[config.mk]
export PLATFORM = sky130hd
export DESIGN_NAME = traffic_req_cond
export DESIGN_NICKNAME = d
export VERILOG_FILES = /design/src/rtl/traffic_req_cond.sv
export SDC_FILE = /design/constraint.sdc
export NUM_CORES = 1
export LEC_CHECK = 0
export BUFFER_PORTS_ARGS = -buffer_cell sky130_fd_sc_hd__buf_2
export CORE_ASPECT_RATIO = 0.9
export CORE_MARGIN = 1
export CORE_UTILIZATION = 40
export DETAILED_ROUTE_END_ITERATION = 7
export GPL_ROUTABILITY_DRIVEN = 0
export HOLD_SLACK_MARGIN = 0.06
export PLACE_DENSITY = 0.61
export SLEW_MARGIN = 15
export SYNTH_ARGS = -nofsm -noshare
export SYNTH_HDL_FRONTEND = slang
export SYNTH_SLANG_ARGS = --single-unit
[constraint.sdc]
create_clock -name clk -period 2.45 [get_ports clk]
set_input_delay 0.6125 -clock clk [delete_from_list [all_inputs] [get_ports clk]]
set_output_delay 0.6125 -clock clk [all_outputs]
set_load 0.005 [all_outputs]
[src/rtl/traffic_req_cond.sv]
// Input conditioning for the two-road traffic-light controller: synchronises and
// debounces the detectors and hazard switch, and latches vehicle requests until green.
module traffic_req_cond #(
    parameter int DEB_CYCLES = 4,
    parameter int CW         = $clog2(DEB_CYCLES) + 1
) (
    input  logic       clk,
    input  logic       rst_n,
    input  logic       raw_l,
    input  logic       raw_r,
    input  logic       raw_hz,
    input  logic [2:0] TL,
    input  logic [2:0] TR,
    output logic       L,
    output logic       R,
    output logic       H
);

    localparam logic [CW-1:0] CNT_LAST  = CW'(DEB_CYCLES - 1);
    localparam logic [2:0]    LAMP_GREEN = 3'b001;

    // Channel order in the packed vectors: bit 0 left, bit 1 right, bit 2 hazard.
    logic [2:0]    w_raw;
    logic [2:0]    r_s1;
    logic [2:0]    r_s2;
    logic [2:0]    r_deb;
    logic [CW-1:0] r_cnt [3];

    logic          r_req_l;
    logic          r_req_r;
    logic          r_h;
    logic          w_green_l;
    logic          w_green_r;

    assign w_raw     = {raw_hz, raw_r, raw_l};
    assign w_green_l = (TL == LAMP_GREEN);
    assign w_green_r = (TR == LAMP_GREEN);

    always_ff @(posedge clk) begin
        if (!rst_n) begin
            r_s1 <= '0;
            r_s2 <= '0;
        end else begin
            r_s1 <= w_raw;
            r_s2 <= r_s1;
        end
    end

    // A new level must be seen DEB_CYCLES edges in a row; any return restarts the count.
    always_ff @(posedge clk) begin
        if (!rst_n) begin
            r_deb <= '0;
            for (int i = 0; i < 3; i++) begin
                r_cnt[i] <= '0;
            end
        end else begin
            for (int i = 0; i < 3; i++) begin
                if (r_s2[i] == r_deb[i]) begin
                    r_cnt[i] <= '0;
                end else if (r_cnt[i] == CNT_LAST) begin
                    r_deb[i] <= r_s2[i];
                    r_cnt[i] <= '0;
                end else begin
                    r_cnt[i] <= r_cnt[i] + 1'b1;
                end
            end
        end
    end

    // Green clears first, so a car waiting on an already-green side raises nothing.
    always_ff @(posedge clk) begin
        if (!rst_n) begin
            r_req_l <= 1'b0;
            r_req_r <= 1'b0;
            r_h     <= 1'b0;
        end else begin
            if (w_green_l) begin
                r_req_l <= 1'b0;
            end else if (r_deb[0]) begin
                r_req_l <= 1'b1;
            end

            if (w_green_r) begin
                r_req_r <= 1'b0;
            end else if (r_deb[1]) begin
                r_req_r <= 1'b1;
            end

            r_h <= r_deb[2];
        end
    end

    assign L = r_req_l;
    assign R = r_req_r;
    assign H = r_h;

endmodule

==> reports/metrics.csv, run 1 <==
metric;value;unit
RSZ-0062 raised after global routing;no;
status;finished, final reports clean;
Starting Density;0.433;
leakage;0.409;nW
maxcap violations;0;
vias in the first global route;475;
Max stage delay on crit path;0.41;ns
period utilisation layout;0.559;
# IOs;14;
worst-skew pair later-pin latency;0.29;ns
synthesized area;846;µm²
row cnt;15;
postcts setup bufs;0;
DR iter-0 viols;3;
IO Port Bufs;13;
power per cell area;579;nW/µm²
Setup TNS Final;0;ns
overall power;573;µW
die area;2300;µm²
Slowest-stage cell, CP;edfxtp_1;
CP Data Arrival Time;1.47;ns
Nets;105;
initial antenna violation count;0;
first-pass GRT wire length;1890;µm
Final Hold Viols;0;
Antenna diodes;0;
Cell Chain, Critical Path;ha_1, ha_1, nor4b_1;
Most common cell on crit path;ha_1;
hold crit path type;reg2reg;
Die X;50.5;µm
clk_skew;0.00231;ns
PostCTS Resize Cnt;0;
Setup Crit Path Kind;reg2reg;
Detail Route Antenna Nets;0;
Detailed Routing Iterations Pass 1;3;
Fmax;730;MHz
flop2flop setup slack;1.08;ns
final wirelength;1070;µm
Overflow after GRT;0;
Die H;45.6;µm
Crit Reg-Reg Startpoint;r_cnt[0][0];
Reg clk slew, reported paths;0.11;ns
final worst slack;1.08;ns
post-synthesis sequential area ratio;0.604;
Tmin final;1.37;ns
CTS Hold Buffers Added;0;
setup violators final;0;
CTS tree;yes;
commonest non-fill, non-tap cells in the layout;buf_2 (13), dfxtp_1 (12), edfxtp_1 (9), conb_1 (9), and2_1 (7);
H-tree depth reported by CTS;1;
Slew Limit Fails;0;
cell area after layout;990;µm²
crit path buf inv count;0;
Wirelength per Cell;9.52;µm
total CTS buffers;3;
vias per cell;4.49;
Ys Warns;0;
Root Buffer;clkbuf_4;
synthesis-stage register bit count;21;
clock sink count;21;
dpl cell area;963;µm²
Core Footprint;1950;µm²
DP Worst Slack;1.11;ns
Post-route DRC;0;
largest net degree at the start of global routing;22;
Cell Count Post-Placement;108;
CP Max Fanout;2;
crit path launch type;flip-flop;
Max rail drop VDD;0.443;mV
non-filler cells, final;112;
Synth Area per Inst;13.2;µm²
Max clock buf depth;2;
CP endpoint kind;flip-flop;
Synth cell types;16;
vias;503;
crit-path leading delay family;adder cells;
Total Routing Usage GR;0.112;
most frequent standard cell in the layout excluding fill and tap cells;buf_2;
Layout area overhead;17.0;%
Critical Path Source;r_cnt[0][0];
share of cells above drive strength 1;0.218;
Synth Instances;64;
CP required;2.55;ns
Hold Startpoint;r_s1[1];
-- Yosys cell counts --
cell type  number  area (µm²)
a21oi_1         2        10.0
and2_1          7        43.8
and4bb_2        3        37.5
buf_2           1        5.00
clkbuf_1        1        3.75
conb_1          1        3.75
dfxtp_1        12         240
edfxtp_1        9         270
ha_1            6        75.1
inv_1           3        11.3
mux2i_1         3        30.0
nor2_1          2        7.51
nor2b_1         3        18.8
nor4b_1         6        52.6
o21ai_0         2        10.0
xnor2_1         3        26.3
-- layout make-up --
class	count	area, µm²
Sequential cell	21	510
Tap cell	25	31.3
Multi-Input combinational cell	46	345
Fill cell	192	962
Clock buffer	4	26.3
Inverter	3	11.3
Timing Repair Buffer	13	65.1
-- through the flow --
| stage | hold WS, ns | utilization |
|---|---|---|
| after floorplan | 0.412 | - |
| after global placement | 0.415 | 0.494 |
| after detailed placement | 0.424 | 0.494 |
| after CTS | 0.457 | 0.507 |
| after global routing | 0.465 | 0.507 |
| final | 0.451 | 0.507 |
-- path summary, 6_finish.rpt --
check | end | cells after the start
worst min-delay path | r_s2[1] | 1
worst max register to register | r_cnt[0][2] | 3
worst min register to register | r_s2[1] | 1
worst max-delay path | r_cnt[0][2] | 3
-- cells by family (layout without fill, tap and decap cells) --
| group | count (synthesis) | after routing | synth area share |
|---|---|---|---|
| flops | 21 | 21 | 0.604 |
| simple gates | 21 | 21 | 0.189 |
| fa+ha+maj | 6 | 6 | 0.0888 |
| buf+inv | 5 | 20 | 0.0237 |
| compound gates | 4 | 4 | 0.0237 |
| xor+xnor | 3 | 3 | 0.0311 |
| mux | 3 | 3 | 0.0355 |
| other cells | 1 | 9 | 0.00443 |
-- state kept, by name, summed over array words and instances, names as in the netlist --
| signal | cells |
|---|---|
| r_s1 | 3 |
| r_deb | 3 |
| L | 1 |
| R | 1 |
| r_cnt | 9 |
| r_s2 | 3 |
| H | 1 |
-- report_power, final --
part | internal, mW | leakage, nW | switching, mW
combinational | 0.0181 | 0.203 | 0.0158
clock | 0.0632 | 0.0150 | 0.0944
sequential | 0.377 | 0.191 | 0.00481
-- routing by layer --
metal	global-route usage	share of wire	wire length, µm	vias up
met1	0.133	0.51	546	228
met5	0	0	0	-
met4	0.0833	0.012	13	0
met2	0.187	0.45	475	9
li1	-	-	-	264
met3	0.0200	0.029	31	2
No activity file was read; power rests on OpenSTA's default activity.
==> run 2: changes to the inputs <==
ABC_AREA = 1   (was unset)
clock period = 1.3 ns   (was 2.45 ns; I/O delays follow)
==> run 2 against run 1 <==
Compared with the run above:
- synthesized cell count is 39% higher
- first-iteration DRC count grew 67%
- sequential share of layout area fell by 2.8 points
- register-to-register slack got worse by 1.0 ns
- flip-flop and latch count is the same
- die area up 2.7%
- non-clock buffer count stayed put
==> reports/metrics.csv, run 2 <==
metric;value;unit;change
hpwl dp;859;µm;
Max rail drop VDD;0.616;mV;+39%
CP Data Arrival Time;1.39;ns;-0.08 ns
cell taking the most area after synthesis;edfxtp_1;;
hold crit path type;in2reg;;
Most common cell on crit path;ha_2;;
Max clock buf depth;2;;unchanged
Ys Warns;0;;unchanged
Final Hold Viols;0;;unchanged
Wirelength per Cell;8.35;µm;-12%
cell area after layout;1050;µm²;+5.7%
Synth Area per Inst;9.77;µm²;-26%
R2R cell count;5;;+2
Largest register FFs;9;;unchanged
crit path launch type;flip-flop;;
Layout area overhead;20.3;%;
CTS tree;yes;;
Synth cell types;15;;-1
ranking of synthesized cells by area;edfxtp_1 (31%), dfxtp_1 (28%), ha_1 (8.6%);;
Synth Instances;89;;+39%
Slew Limit Fails;0;;unchanged
Core Footprint;1990;µm²;+1.9%
die area;2360;µm²;+2.7%
Slowest-stage cell, CP;edfxtp_1;;
Root Buffer;clkbuf_4;;
Tmin final;1.22;ns;-0.148 ns
clk_skew;0.00398;ns;+0.00167 ns
commonest non-fill, non-tap cells in the layout;inv_1 (19), nand2_1 (13), buf_2 (13), dfxtp_1 (12);;
Setup Crit Path Kind;reg2reg;;
Antenna diodes;0;;unchanged
Hold Startpoint;raw_l;;
final wirelength;1150;µm;+8.1%
row cnt;15;;unchanged
CP endpoint kind;flip-flop;;
maxcap violations;0;;unchanged
share of the synthesized area in the top cell type;0.311;;-0.00874
power per cell area;1080;nW/µm²;+86%
vias;571;;+14%
largest net degree at the start of global routing;14;;-36%
share of cells above drive strength 1;0.274;;+0.0559
Post-route DRC;0;;unchanged
CP Max Fanout;3;;+1
Largest Register;r_cnt;;
non-filler cells, final;138;;+23%
most frequent cells after synthesis;inv_1 (19), nand2_1 (13), dfxtp_1 (12), nor2_1 (11), edfxtp_1 (9);;
Die X;51.1;µm;+1.3%
most frequent cell after synthesis;inv_1;;
asr flop ratio synth;0;;unchanged
DR iter-0 viols;5;;+2
status;finished, final reports clean;;
ys flop type;dfxtp_1;;
# IOs;14;;unchanged
leakage;0.507;nW;+24%
Crit Reg-Reg Startpoint;r_cnt[0][0];;
Reg clk slew, reported paths;0.11;ns;about the same
Detail Route Antenna Nets;0;;unchanged
Detailed Routing Iterations Pass 1;4;;+1
Total Routing Usage GR;0.121;;+0.00857
worst-skew pair later-pin latency;0.30;ns;about the same
synthesized area;870;µm²;+2.8%
FF+latch area;510;µm²;unchanged
flop2flop setup slack;0.08;ns;-1.00 ns
footprint of the multi-input gates;338;µm²;-2.2%
Die H;46.2;µm;+1.3%
vias in the first global route;452;;-4.8%
Hold Path Depth;3;;+2
hold path endpoint;r_s1[0];;
IO Port Bufs;13;;unchanged
Cell Count Post-Placement;134;;+24%
total CTS buffers;3;;unchanged
Fmax;819;MHz;+12%
first-pass GRT wire length;1950;µm;+2.9%
dpl cell area;985;µm²;+2.2%
Fill cells;202;;+5.2%
vias per cell;4.14;;-7.9%
Starting Density;0.437;;+0.00377
Nets;131;;+25%
initial antenna violation count;0;;unchanged
Max stage delay on crit path;0.41;ns;about the same
clock sink count;21;;unchanged
Cell Chain, Critical Path;ha_2, ha_2, nor2_2, nand3_2, nor2_1;;
WHS;0.206;ns;-0.245 ns
RR Endpoint;r_cnt[0][1];;
synthesis-stage register bit count;21;;unchanged
CP required;1.47;ns;-1.08 ns
Setup TNS Final;0;ns;unchanged
most frequent standard cell in the layout excluding fill and tap cells;inv_1;;
post-synthesis sequential area ratio;0.587;;-0.0165
Overflow after GRT;0;;unchanged
setup violators final;0;;unchanged
H-tree depth reported by CTS;1;;unchanged
period utilisation layout;0.939;;+0.380
Post-synth EDFFs;9;;unchanged
[run 2: cell types whose count changed after synthesis, moves of 6 or more]
cell and change:
nor4b_1 -6, and2_1 -7, nor2_1 +9, nand2_1 +13, inv_1 +16
[run 2: logic make-up after synthesis]
| kind of cell | count (synthesis) | share of synthesized area |
|---|---|---|
| AO/OA/AOI/OAI | 8 | 0.0460 |
| flip-flops | 21 | 0.587 |
| other | 1 | 0.00431 |
| AND/OR/NAND/NOR | 32 | 0.177 |
| buffers and inverters | 21 | 0.0993 |
| adder cells (fa/ha/maj) | 6 | 0.0863 |
[run 2: worst max path at each step]
| stage | cells after the start | slack (ns) | start | end |
|---|---|---|---|---|
| 2_1_floorplan | 5 | 0.13 | r_cnt[0][0] | r_cnt[0][0] |
| 3_3_place_gp | 5 | 0.05 | r_cnt[2][0] | r_cnt[2][0] |
| 3_5_place_dp | 5 | 0.04 | r_cnt[0][0] | r_cnt[0][0] |
| 4_1_cts | 5 | 0.006 | r_cnt[0][0] | r_cnt[0][0] |
| 5_1_grt | 5 | -0.009 | r_cnt[2][0] | r_cnt[2][0] |
| 6_report | 5 | 0.08 | r_cnt[0][0] | r_cnt[0][1] |
[run 2: per-layer routing]
metal	GRT usage	share of wire	routed length, µm
met1	0.152	0.51	591
met2	0.168	0.44	509
met3	0.0396	0.036	41
met4	0.100	0.0087	10
met5	0	0	0
[run 2: critical path: cells and delay by family (launching register included)]
kind / cells / cell delay (ns)
flops: 1 / 0.41
fa+ha+maj: 2 / 0.36
simple gates: 3 / 0.31
[run 2: cell type report]
class	instances	area share
Tap cell	25	0.0299
Timing Repair Buffer	13	0.0622
Sequential cell	21	0.488
Multi-Input combinational cell	55	0.323
Inverter	20	0.0718
Clock buffer	4	0.0251
[run 2: through the flow]
stage               worst slack, ns  power, mW  utilization
floorplan                     0.129      0.800            -
global placement             0.0517      0.824        0.495
detailed placement           0.0386      0.827        0.495
CTS                         0.00589       1.14        0.508
global route               -0.00885       1.19        0.526
finish                       0.0791       1.13        0.526
[run 2: power by group]
| part | switching [mW] | internal [mW] |
|---|---|---|
| Combinational | 0.0487 | 0.0408 |
| Clock | 0.189 | 0.119 |
| Sequential | 0.0129 | 0.717 |
[run 2: timing repair]
item	CTS	global route
buffers inserted	0	0
hold buffers	0	0
endpoints found under the setup margin	0	9
resized for setup	0	10
==> run 3: changes to the inputs <==
CORE_MARGIN = 3   (was 1)
==> run 3 against run 2 <==
Compared with the run above:
- global-route usage shrank 0.57 points
- die area grew 17%
- non-clock buffer count grew 5
- critical path depth is the same
- power grew 1.2%
- via count grew 3.3%
- core utilization grew 2.3 points
- final area grew 4.4%
- final cell count grew 3.6%
- hold slack lost 0.013 ns
- critical path type unchanged
==> reports/metrics.csv, run 3 (same netlist as run 2, synthesis figures left out) <==
metric;value;unit;change
Largest register FFs;9;;unchanged
status;finished, final reports clean;;
Setup TNS Final;0;ns;unchanged
clock sink count;21;;unchanged
vias per cell;4.13;;-0.29%
Largest Register;r_cnt;;
vias;590;;+3.3%
first-pass GRT wire length;2210;µm;+14%
Detail Route Antenna Nets;0;;unchanged
setup violators final;0;;unchanged
total CTS buffers;3;;unchanged
CP required;1.47;ns;about the same
commonest non-fill, non-tap cells in the layout;inv_1 (19), nand2_1 (13), buf_2 (13), dfxtp_1 (12);;
R2R cell count;5;;unchanged
Layout area overhead;25.6;%;
cell area after layout;1090;µm²;+4.4%
Fmax;829;MHz;+1.2%
maxcap violations;0;;unchanged
Core Footprint;1990;µm²;unchanged
largest net degree at the start of global routing;13;;-1
power per cell area;1040;nW/µm²;-3.1%
Hold Path Depth;3;;unchanged
Wirelength per Cell;8.48;µm;+1.5%
Antenna diodes;0;;unchanged
Die X;55.1;µm;+7.8%
Root Buffer;clkbuf_4;;
initial antenna violation count;0;;unchanged
crit path launch type;flip-flop;;
CTS tree;yes;;
hold crit path type;in2reg;;
CP Max Fanout;3;;unchanged
Die H;50.2;µm;+8.7%
CP Data Arrival Time;1.37;ns;-0.02 ns
Tmin final;1.21;ns;-0.0147 ns
clk_skew;0.00498;ns;+0.00100 ns
worst-skew pair later-pin latency;0.30;ns;about the same
flop2flop setup slack;0.09;ns;about the same
period utilisation layout;0.928;;-0.0113
DR iter-0 viols;0;;-5
leakage;0.534;nW;+5.1%
Total Routing Usage GR;0.115;;-0.00569
Overflow after GRT;0;;unchanged
CP endpoint kind;flip-flop;;
share of cells above drive strength 1;0.322;;+0.0477
Final Hold Viols;0;;unchanged
RR Endpoint;r_cnt[2][0];;
IO Port Bufs;13;;unchanged
hold path endpoint;r_s1[1];;
hpwl dp;915;µm;+6.4%
row cnt;15;;unchanged
Slew Limit Fails;0;;unchanged
H-tree depth reported by CTS;1;;unchanged
Nets;136;;+3.8%
final wirelength;1210;µm;+5.2%
FF+latch area;510;µm²;unchanged
Hold Startpoint;raw_r;;
Detailed Routing Iterations Pass 1;1;;-3
Fill cells;200;;-0.99%
die area;2770;µm²;+17%
dpl cell area;992;µm²;+0.76%
Starting Density;0.437;;unchanged
Setup Crit Path Kind;reg2reg;;
Reg clk slew, reported paths;0.12;ns;about the same
footprint of the multi-input gates;345;µm²;+2.2%
Crit Reg-Reg Startpoint;r_cnt[2][0];;
Max rail drop VDD;0.664;mV;+7.9%
most frequent standard cell in the layout excluding fill and tap cells;inv_1;;
overall power;1.14;mW;+1.2%
vias in the first global route;593;;+31%
Max clock buf depth;2;;unchanged
RSZ-0062 raised after global routing;no;;
# IOs;14;;unchanged
Post-route DRC;0;;unchanged
==> run 3: worst max-delay path, stage by stage (launching register included) <==
cell	delay, ns
edfxtp_1	0.41
ha_2	0.21
ha_4	0.16
nor2_2	0.09
nand3_2	0.09
nor2_1	0.11
==> run 3: repair_timing <==
action,CTS,global route
gates resized for setup,2,9
setup buffers,2,2
setup endpoints to repair,4,9
pin swaps,0,8
hold buffers,0,0
==> run 3: worst max path at each step <==
stage                           start     endpoint
after CTS                 r_cnt[0][0]  r_cnt[0][1]
after floorplan           r_cnt[0][0]  r_cnt[0][0]
final                     r_cnt[2][0]  r_cnt[2][0]
after global routing      r_cnt[1][0]  r_cnt[1][2]
after detailed placement  r_cnt[1][0]  r_cnt[1][0]
after global placement    r_cnt[0][0]  r_cnt[0][0]
==> run 3: metal layers <==
layer  wire (µm)  vias to the layer above  track usage  share of wire
li1            -                      322            -              -
met1         580                      252        0.145           0.48
met2         539                       12        0.161           0.44
met3          54                        4       0.0267          0.045
met4          38                        0       0.0972          0.031
met5           0                        -            0              0
==> run 3: final cells by class <==
class | count | area share
inverters | 20 | 0.0687
multi-input cells | 55 | 0.316
clock inverters | 1 | 0.00458
well taps | 25 | 0.0286
repair buffers | 18 | 0.0939
clock buffers | 3 | 0.0206
flip-flops and latches | 21 | 0.467
==> run 3: stage by stage <==
stage / hold slack, ns / std cells / worst slack, ns / util
after floorplan: 0.390 / 97 / 0.129 / -
after CTS: 0.185 / 141 / 0.00247 / 0.523
final: 0.193 / 143 / 0.0937 / 0.549
after detailed placement: 0.400 / 135 / 0.0000566 / 0.499
after global placement: 0.395 / 135 / 0.0495 / 0.499
after global routing: 0.190 / 143 / 0.00147 / 0.549
==> run 3: power by group <==
| group | total (mW) | internal [mW] | switching [mW] |
|---|---|---|---|
| clock network | 0.307 | 0.115 | 0.193 |
| registers | 0.729 | 0.717 | 0.0121 |
| logic | 0.105 | 0.0518 | 0.0533 |
